===== src/rtl/dizy_inv_core_pkg.sv =====
// dizy_inv_core_pkg
//   Shared definitions for the DIZY forward/inverse round datapaths:
//   default geometry, round-constant schedule, 5-bit S-box pair and the
//   controller state encoding.
//   Layout assumptions:
//     - state is split into 5-bit S-box groups (group g = bits [5g+4:5g])
//     - the bit permutation works on PERM_SIZE-bit groups and sends bit i
//       of a group to bit (i*PERM_STRIDE) mod PERM_SIZE, so PERM_SIZE must
//       be coprime with PERM_STRIDE
//     - group mixing is y[g] = x[g] ^ x[g-1] over 5-bit groups (y[0] = x[0])
package dizy_inv_core_pkg;

  localparam int DIZY_SIZE_STATE = 40;
  localparam int DIZY_PERM_SIZE  = 10;
  localparam int DIZY_N_ROUNDS   = 8;
  localparam int PERM_STRIDE     = 3;

  typedef enum logic [1:0] {
    ST_IDLE = 2'd0,
    ST_RUN  = 2'd1,
    ST_DONE = 2'd2
  } dizy_state_e;

  // Round-constant schedule; rounds beyond 15 would alias, so the
  // engine supports at most 16 rounds.
  function automatic logic [3:0] dizy_rc(input logic [3:0] r);
    logic [3:0] rc;
    case (r)
      4'd0:    rc = 4'h1;
      4'd1:    rc = 4'h3;
      4'd2:    rc = 4'h7;
      4'd3:    rc = 4'hf;
      4'd4:    rc = 4'he;
      4'd5:    rc = 4'hd;
      4'd6:    rc = 4'hb;
      4'd7:    rc = 4'h6;
      4'd8:    rc = 4'hc;
      4'd9:    rc = 4'h9;
      4'd10:   rc = 4'h2;
      4'd11:   rc = 4'h5;
      4'd12:   rc = 4'ha;
      4'd13:   rc = 4'h4;
      4'd14:   rc = 4'h8;
      default: rc = 4'h0;
    endcase
    return rc;
  endfunction

  // Forward S-box: s = 7*x + 3 mod 32 (7 is odd, so this is a bijection).
  function automatic logic [4:0] dizy_sbox5(input logic [4:0] x);
    return (x * 5'd7) + 5'd3;
  endfunction

  // Inverse S-box: x = 23*(s - 3) mod 32, since 7*23 = 161 = 1 mod 32.
  function automatic logic [4:0] dizy_inv_sbox5(input logic [4:0] s);
    return (s - 5'd3) * 5'd23;
  endfunction

endpackage


===== src/rtl/dizy_inv_core_inv_round.sv =====
// dizy_inv_core_inv_round
//   One combinational inverse DIZY round:
//     state_out = inv_sbox(inv_perm(inv_mix_groups(state_in))) ^ RC
//   i.e. the forward round mix(perm(sbox(x ^ RC))) undone in reverse order.
// Ports:
//   rc        in   4           round constant, replicated as {1'b0, rc} per 5-bit group
//   state_in  in   SIZE_STATE  state after the forward round
//   state_out out  SIZE_STATE  state before the forward round
module dizy_inv_core_inv_round
  import dizy_inv_core_pkg::*;
#(
  parameter int SIZE_STATE = DIZY_SIZE_STATE,
  parameter int PERM_SIZE  = DIZY_PERM_SIZE
) (
  input  logic [3:0]            rc,
  input  logic [SIZE_STATE-1:0] state_in,
  output logic [SIZE_STATE-1:0] state_out
);

  localparam int N_GRP  = SIZE_STATE / 5;
  localparam int N_PGRP = SIZE_STATE / PERM_SIZE;

  logic [SIZE_STATE-1:0] unmixed;
  logic [SIZE_STATE-1:0] unpermed;
  logic [SIZE_STATE-1:0] unsboxed;
  logic [4:0]            mix_acc;

  // inv_mix_groups: forward is y[g] = x[g] ^ x[g-1], so x[g] is the
  // running XOR of y[0..g].
  always_comb begin
    mix_acc = '0;
    unmixed = '0;
    for (int g = 0; g < N_GRP; g++) begin
      mix_acc = mix_acc ^ state_in[g*5 +: 5];
      unmixed[g*5 +: 5] = mix_acc;
    end
  end

  // inv_perm: forward moved bit i to bit (i*PERM_STRIDE) mod PERM_SIZE.
  for (genvar p = 0; p < N_PGRP; p++) begin : g_inv_perm
    for (genvar i = 0; i < PERM_SIZE; i++) begin : g_bit
      assign unpermed[p*PERM_SIZE + i] =
        unmixed[p*PERM_SIZE + ((i * PERM_STRIDE) % PERM_SIZE)];
    end
  end

  for (genvar g = 0; g < N_GRP; g++) begin : g_inv_sbox
    assign unsboxed[g*5 +: 5] = dizy_inv_sbox5(unpermed[g*5 +: 5]);
  end

  assign state_out = unsboxed ^ {N_GRP{{1'b0, rc}}};

endmodule


===== src/rtl/dizy_inv_core.sv =====
// dizy_inv_core
//   Iterative DIZY inverse-permutation engine. Accepts a state word, undoes
//   N_ROUNDS forward rounds (round N_ROUNDS-1 first, round 0 last) and
//   presents the recovered state until the consumer takes it.
//   Optional build macro DIZY_INV_UNROLL2_EN: two inverse rounds per clock
//   (N_ROUNDS must then be even); results are identical to the default build.
// Ports:
//   clk        in   1           rising-edge clock
//   rst        in   1           synchronous active-high reset
//   in_valid   in   1           in_data is valid
//   in_ready   out  1           core is idle and can accept a state
//   in_data    in   SIZE_STATE  ciphertext-side state
//   out_valid  out  1           out_data holds a finished result
//   out_ready  in   1           consumer accepts the result
//   out_data   out  SIZE_STATE  recovered state (registered)
//   busy       out  1           inverse rounds in progress
//
// state | meaning
// IDLE  | waiting for a block, in_ready=1
// RUN   | applying inverse rounds, busy=1
// DONE  | result held on out_data, out_valid=1 until out_ready
module dizy_inv_core
  import dizy_inv_core_pkg::*;
#(
  parameter int SIZE_STATE = DIZY_SIZE_STATE,
  parameter int PERM_SIZE  = DIZY_PERM_SIZE,
  parameter int N_ROUNDS   = DIZY_N_ROUNDS
) (
  input  logic                  clk,
  input  logic                  rst,
  input  logic                  in_valid,
  output logic                  in_ready,
  input  logic [SIZE_STATE-1:0] in_data,
  output logic                  out_valid,
  input  logic                  out_ready,
  output logic [SIZE_STATE-1:0] out_data,
  output logic                  busy
);

  // A single-round build still needs a 1-bit counter.
  localparam int CNT_W = (N_ROUNDS > 1) ? $clog2(N_ROUNDS) : 1;

  dizy_state_e           state_cur;
  dizy_state_e           state_nxt;
  logic [SIZE_STATE-1:0] state_q;
  logic [SIZE_STATE-1:0] round_out;
  logic [CNT_W-1:0]      rnd_q;
  logic [3:0]            rc_hi;
  logic                  last_round;

  assign rc_hi = dizy_rc(4'(rnd_q));

`ifdef DIZY_INV_UNROLL2_EN
  localparam int RND_STEP = 2;

  logic [SIZE_STATE-1:0] mid_state;
  logic [CNT_W-1:0]      rnd_lo;
  logic [3:0]            rc_lo;

  if ((N_ROUNDS % 2) != 0) begin : g_odd_rounds
    $error("dizy_inv_core: two rounds per cycle needs an even N_ROUNDS");
  end

  assign rnd_lo = rnd_q - 1'b1;
  assign rc_lo  = dizy_rc(4'(rnd_lo));

  dizy_inv_core_inv_round #(
    .SIZE_STATE (SIZE_STATE),
    .PERM_SIZE  (PERM_SIZE)
  ) u_inv_round_hi (
    .rc        (rc_hi),
    .state_in  (state_q),
    .state_out (mid_state)
  );

  dizy_inv_core_inv_round #(
    .SIZE_STATE (SIZE_STATE),
    .PERM_SIZE  (PERM_SIZE)
  ) u_inv_round_lo (
    .rc        (rc_lo),
    .state_in  (mid_state),
    .state_out (round_out)
  );

  // Counter visits N-1, N-3, ..., 1; the pair ending in round 0 is last.
  assign last_round = (rnd_q == CNT_W'(1));
`else
  localparam int RND_STEP = 1;

  dizy_inv_core_inv_round #(
    .SIZE_STATE (SIZE_STATE),
    .PERM_SIZE  (PERM_SIZE)
  ) u_inv_round (
    .rc        (rc_hi),
    .state_in  (state_q),
    .state_out (round_out)
  );

  assign last_round = (rnd_q == '0);
`endif

  always_ff @(posedge clk) begin
    if (rst) begin
      state_cur <= ST_IDLE;
    end else begin
      state_cur <= state_nxt;
    end
  end

  always_comb begin
    state_nxt = state_cur;
    case (state_cur)
      ST_IDLE: if (in_valid)   state_nxt = ST_RUN;
      ST_RUN:  if (last_round) state_nxt = ST_DONE;
      ST_DONE: if (out_ready)  state_nxt = ST_IDLE;
      default:                 state_nxt = ST_IDLE;
    endcase
  end

  always_comb begin
    in_ready  = 1'b0;
    busy      = 1'b0;
    out_valid = 1'b0;
    case (state_cur)
      ST_IDLE: in_ready  = 1'b1;
      ST_RUN:  busy      = 1'b1;
      ST_DONE: out_valid = 1'b1;
      default: in_ready  = 1'b0;
    endcase
  end

  // The working register doubles as the output register; it only loads
  // from in_data in IDLE, so inputs during RUN/DONE are dropped.
  always_ff @(posedge clk) begin
    if (rst) begin
      state_q <= '0;
      rnd_q   <= '0;
    end else begin
      case (state_cur)
        ST_IDLE: begin
          if (in_valid) begin
            state_q <= in_data;
            rnd_q   <= CNT_W'(N_ROUNDS - 1);
          end
        end
        ST_RUN: begin
          state_q <= round_out;
          rnd_q   <= rnd_q - CNT_W'(RND_STEP);
        end
        default: begin
          state_q <= state_q;
          rnd_q   <= rnd_q;
        end
      endcase
    end
  end

  assign out_data = state_q;

endmodule


===== config.mk =====
export PLATFORM = sky130hd
export DESIGN_NAME = dizy_inv_core
export DESIGN_NICKNAME = d
export VERILOG_FILES = /design/src/rtl/dizy_inv_core_pkg.sv /design/src/rtl/dizy_inv_core_inv_round.sv /design/src/rtl/dizy_inv_core.sv
export SDC_FILE = /design/constraint.sdc
export NUM_CORES = 1
export LEC_CHECK = 0
export ABC_AREA = 1
export BUFFER_PORTS_ARGS = -buffer_cell sky130_fd_sc_hd__buf_2
export CORE_MARGIN = 1
export CORE_UTILIZATION = 45
export CTS_CLUSTER_DIAMETER = 150
export DETAILED_ROUTE_END_ITERATION = 7
export GPL_TIMING_DRIVEN = 0
export PLACE_DENSITY = 0.66
export SETUP_SLACK_MARGIN = 0.02
export SLEW_MARGIN = 20
export SYNTH_ARGS = -nofsm -noshare
export SYNTH_HDL_FRONTEND = slang
export SYNTH_SLANG_ARGS = --single-unit

===== constraint.sdc =====
create_clock -name clk -period 4.95 [get_ports clk]
set_input_delay 0.495 -clock clk [delete_from_list [all_inputs] [get_ports clk]]
set_output_delay 0.495 -clock clk [all_outputs]
set_load 0.02 [all_outputs]

### After elaboration in Yosys (flattened, before gate mapping)

Memories as Yosys holds them, arrays and structs flattened. A register that Yosys moved wholly into a read port is not among the register bits.
Index checks and enable logic that the tools add are counted.

* muxes and demuxes: 13
* reduce and logical (&&, ||, !) cells: 5
* equal/unequal tests: 5
* multiply operators: 8
* $add $sub $neg: 9
* bitwise gates (word level): 8

Operators by type and width (count)
* $pmux W40 S2: 1
* $mul A5 B5 Y5 const B: 8
* $mux W40: 1
* $sub A5 B2 Y5 const B: 8
* $xor A40 B39 Y40: 1
* $xor A5 B5 Y5: 7
* $mux W3: 3
* $mux W2: 3
* $ne A2 B2 Y1 const B: 3
* $pmux W2 S3: 1
* $pmux W3 S2: 1
* $logic_not A3 Y1: 1
* $mux W1: 3
* $reduce_and A3 Y1: 1
* $sub A3 B1 Y3 const B: 1
* $eq A2 B1 Y1 const B: 1
* $eq A2 B2 Y1 const B: 1
* $logic_not A2 Y1: 1
* $reduce_and A2 Y1: 1
* $reduce_bool A2 Y1: 1

* word-level logic and storage cells: 52
* register bits: 45
* memories: 1
* input bits: 44
* output and inout port bits: 43
* bits in read-only memories: 32

Memories
* (no name shown): words 8, width 4, rd ports 1, clocked after Yosys merged registers in 1, write ports 0, RTL line dizy_inv_core_pkg.sv:28 `case (r)`

### Depth between registers and ports, before layout

* word-level depth: 11
* gate-level depth with buffers: 30
* mapped depth without buffers: 29

### Hierarchy

From an unflattened synthesis, not the netlist that was laid out.

* cell total of the unflattened synthesis: 867
* area total of the unflattened synthesis: 5616.6 µm²

By module, submodules not included
* dizy_inv_core_inv_round: cells each 499, area each 3258.1 µm², instances 1, seq. area each 0.0 µm²
* dizy_inv_core: cells each 368, area each 2358.5 µm², instances 1, seq. area each 980.9 µm²

### Least setup slack after synthesis

Ideal clock, no wire load.

* path kind: flip-flop to flip-flop
* start: register state_q[0], in the netlist out_data[0]
* end: register state_q[34], in the netlist out_data[34]
* clock period less this slack: 4.013 ns
* setup time: 0.134 ns
* buffers on the path: 1
* cell stages (with the launch flop): 30
* path slack: 0.937 ns
* data arrival time: 3.879 ns
* required time: 4.816 ns
* cells stage by stage: dfxtp_1 buf_6 inv_4 nand2_2 nand3_2 nand2_4 nand2_4 nand2_4 nand2_1 nand3_2 nand3_1 nand2_4 ha_1 inv_1 nand3_1 nand2_1 ha_1 inv_1 fa_1 inv_1 fa_1 xor2_1 xor2_1 inv_1 nand3_1 nand2_1 nand2_1 nand3_1 nand2_1 a21oi_1

* longest elaborated chain between the ends: 10

Ends and longest elaborated chain
* start, declared: RTL line dizy_inv_core.sv:45 `logic [SIZE_STATE-1:0] state_q;`
* start signal, assigned: RTL line dizy_inv_core.sv:142 `state_q <= in_data;`
* start signal, assigned: RTL line dizy_inv_core.sv:147 `state_q <= round_out;`
* start signal, assigned: RTL line dizy_inv_core.sv:151 `state_q <= state_q;`
* $xor A5 B5 Y5 (6 in a row): RTL line dizy_inv_core_inv_round.sv:34 `mix_acc = mix_acc ^ state_in[g*5 +: 5];`
* $sub A5 B2 Y5: RTL line dizy_inv_core_pkg.sv:56 `return (s - 5'd3) * 5'd23;`
* $mul A5 B5 Y5: RTL line dizy_inv_core_pkg.sv:56
* $xor A40 B39 Y40: RTL line dizy_inv_core_inv_round.sv:51 `assign state_out = unsboxed ^ {N_GRP{{1'b0, rc}}};`
* $pmux W40 S2: RTL line dizy_inv_core.sv:139 `case (state_cur)`

Every way passes these cells.
A chain may end at the register's enable or synchronous reset.

### Worst setup path in the final report

* start: register state_q[3], in the netlist out_data[3]
* end: register state_q[34], in the netlist out_data[34]

The elaborated chain is that of the path after synthesis.

==> flow_metrics.tcl <==
set metrics [dict create \
    status "finished, final reports clean" \
    netlist_instances 743 \
    cp.required_ps 5140 \
    clock_path_buffers 2 \
    clkTransAtPathRegs_ps 110 \
    drt_wl_total_mm 16.0 \
    instances_no_fill 976 \
    hold_class "in -> reg" \
    worst_pin_slew_ps 858 \
    final_antenna_net_count 0 \
    grt_use_total 0.285 \
    max_freq_mhz 222 \
    synth_warnings 0 \
    setup_ws_ps 440 \
    finalNetCount 935 \
    dpl_worst_slack_ps 418 \
    ys_seq_area_frac 0.194 \
    grt_remaining_overflow 0 \
    vias 5194 \
    critPathArrivalTime_ps 4700 \
    fillCellCount 1103 \
    cts_buffers 5 \
    die_h_um 108 \
    min-delay-start "in_data[21]" \
    ys_ff_latch 49 \
    setup_tns_ps 0 \
    viasPerCell 5.32 \
    synthDistinctLibCells 38 \
    slowest_stage "fa_1" \
    relSlewSlack 0.428 \
    dp_hpwl_mm 12.4 \
    syn_to_final_growth_pct 13.8 \
    fin_skew_ps 12.9 \
    final_cell_mix "172 x nand2_1, 106 x inv_1, 86 x buf_2" \
    rrSetupSlack_ps 440 \
    netlist_area_um2 5060 \
    cp_slowest_stage_delay_ps 500 \
    crit_type "reg -> reg" \
    drc_errors 0 \
    layout.cells.most_common "nand2_1" \
    place_congestion 0.891 \
    holdBufCountCts 0 \
    ys_top_cells_by_area "dfxtp_1 19%, nand2_1 13%, ha_1 9.9%" \
    finalHoldViolCount 0 \
    cp-end-kind "flop" \
    first_iter_violations 412 \
    grt_max_degree 19 \
    r2r_cells 28 \
    holdPathStages 3 \
    drv_cap 0 \
    slew_viol_final 0 \
    syn_nets 843 \
    fin_crit_ps 4510 \
    wl_per_cell_um 16.4 \
    dr.pass1.iters 5 \
    antenna_found_initial 0 \
    final_core_util 0.529 \
    dieArea_um2 11700 \
    root_buffer "clkbuf_8" \
    portBuffers 85 \
    cp_max_fo 6 \
    die_x_um 108 \
    clock_sinks 49 \
    drive_gt1_frac 0.175 \
    reg2reg_from "out_data[3]" \
    synth_top_cell_by_area "dfxtp_1" \
    clk_latency_ps 330 \
    post-route-period-util 0.911 \
    rsz0062_at_grt "false" \
    num_io_pins 87 \
    start_kind "flop" \
    grt_pass1_wl_mm 24.9 \
    r2r-end "out_data[34]" \
    cts_max_level 2 \
    place_inst 968 \
    n_antenna_cell 0 \
    grt_pass1_vias 4924 \
    rows 38 \
    core_area_um2 10900 \
    start_util 0.465 \
    cts_tree "yes" \
    setup_viol 0 \
    min_to "out_data[21]" \
    syn_area_per_cell_um2 6.81 \
    crit_top_cell "nand2_1" \
    yosysTopAreaCellShare 0.194 \
]
-- routing by layer --
metal | up-vias | GRT usage | wire length [µm]
met5 | - | 0 | 0
li1 | 2577 | - | -
met3 | 30 | 0.0458 | 1290
met2 | 215 | 0.442 | 7040
met4 | 0 | 0.118 | 472
met1 | 2372 | 0.392 | 7200
-- sequential cells by signal, indices dropped and copies added (netlist names) --
signal,cells
out_data,40
rc_hi,4
rnd_q,3
state_cur,2
-- per-stage QoR --
stage	hold slack (ps)	area, µm²
CTS	435	5760
detailed placement	506	5660
global placement	495	5660
floorplan	500	5060
finish	439	5760
global route	432	5760
-- cell usage after synthesis, drive strengths merged --
library cell	instances
a211oi	1
a21o	1
a21oi	31
a221oi	9
a31oi	8
buf	4
clkbuf	18
clkinv	3
dfxtp	49
fa	16
ha	40
inv	113
mux2i	1
nand2	197
nand3	86
nand3b	2
nand4	1
nor2	34
nor3	4
o211ai	3
o21ai	43
o221ai	9
o22ai	2
or2	6
xnor2	25
xor2	37
-- worst max-delay path by stage --
stage,from,to,slack [ps],cells past startpoint
after CTS,out_data[3],out_data[34],390,28
final,out_data[3],out_data[34],440,28
after global placement,out_data[3],out_data[34],490,28
after global routing,out_data[3],out_data[34],110,28
after floorplan,out_data[0],out_data[34],940,29
after detailed placement,out_data[3],out_data[34],420,28
-- worst max-delay path: cells and delay by family (launching register included) --
| kind | cells | cell delay, ps |
|---|---|---|
| simple gates | 16 | 1720 |
| fa+ha+maj | 4 | 1440 |
| flops | 1 | 440 |
| xor+xnor | 2 | 410 |
| buf+inv | 5 | 300 |
| compound gates | 1 | 60 |
-- area by class of cell --
cell class | instances | area (µm²) | share of cell area
Inverter | 116 | 438 | 0.0760
Clock inverter | 3 | 28.8 | 0.00499
Timing Repair Buffer | 85 | 425 | 0.0738
Buffer | 22 | 95.1 | 0.0165
Multi-Input combinational cell | 556 | 3550 | 0.616
Clock buffer | 5 | 68.8 | 0.0119
Tap cell | 140 | 175 | 0.0304
Sequential cell | 49 | 982 | 0.170
-- timing repair --
action                                  in CTS  in global routing
gates resized for setup                      0                  1
buffers inserted                             0                  0
endpoints found under the setup margin       0                  1
-- cell families (layout without fill, tap and decap cells) --
kind of cell,Yosys count,after routing,synth area share
multiplexers,1,1,0.00198
adder cells (fa/ha/maj),56,56,0.162
buffers and inverters,138,231,0.105
AO/OA/AOI/OAI,107,107,0.126
AND/OR/NAND/NOR,330,330,0.300
XOR/XNOR,62,62,0.111
flip-flops,49,49,0.194
Power is left out: the tool's default activity adds up to more than one toggle a clock period on the data nets, which glitch-free logic cannot reach.
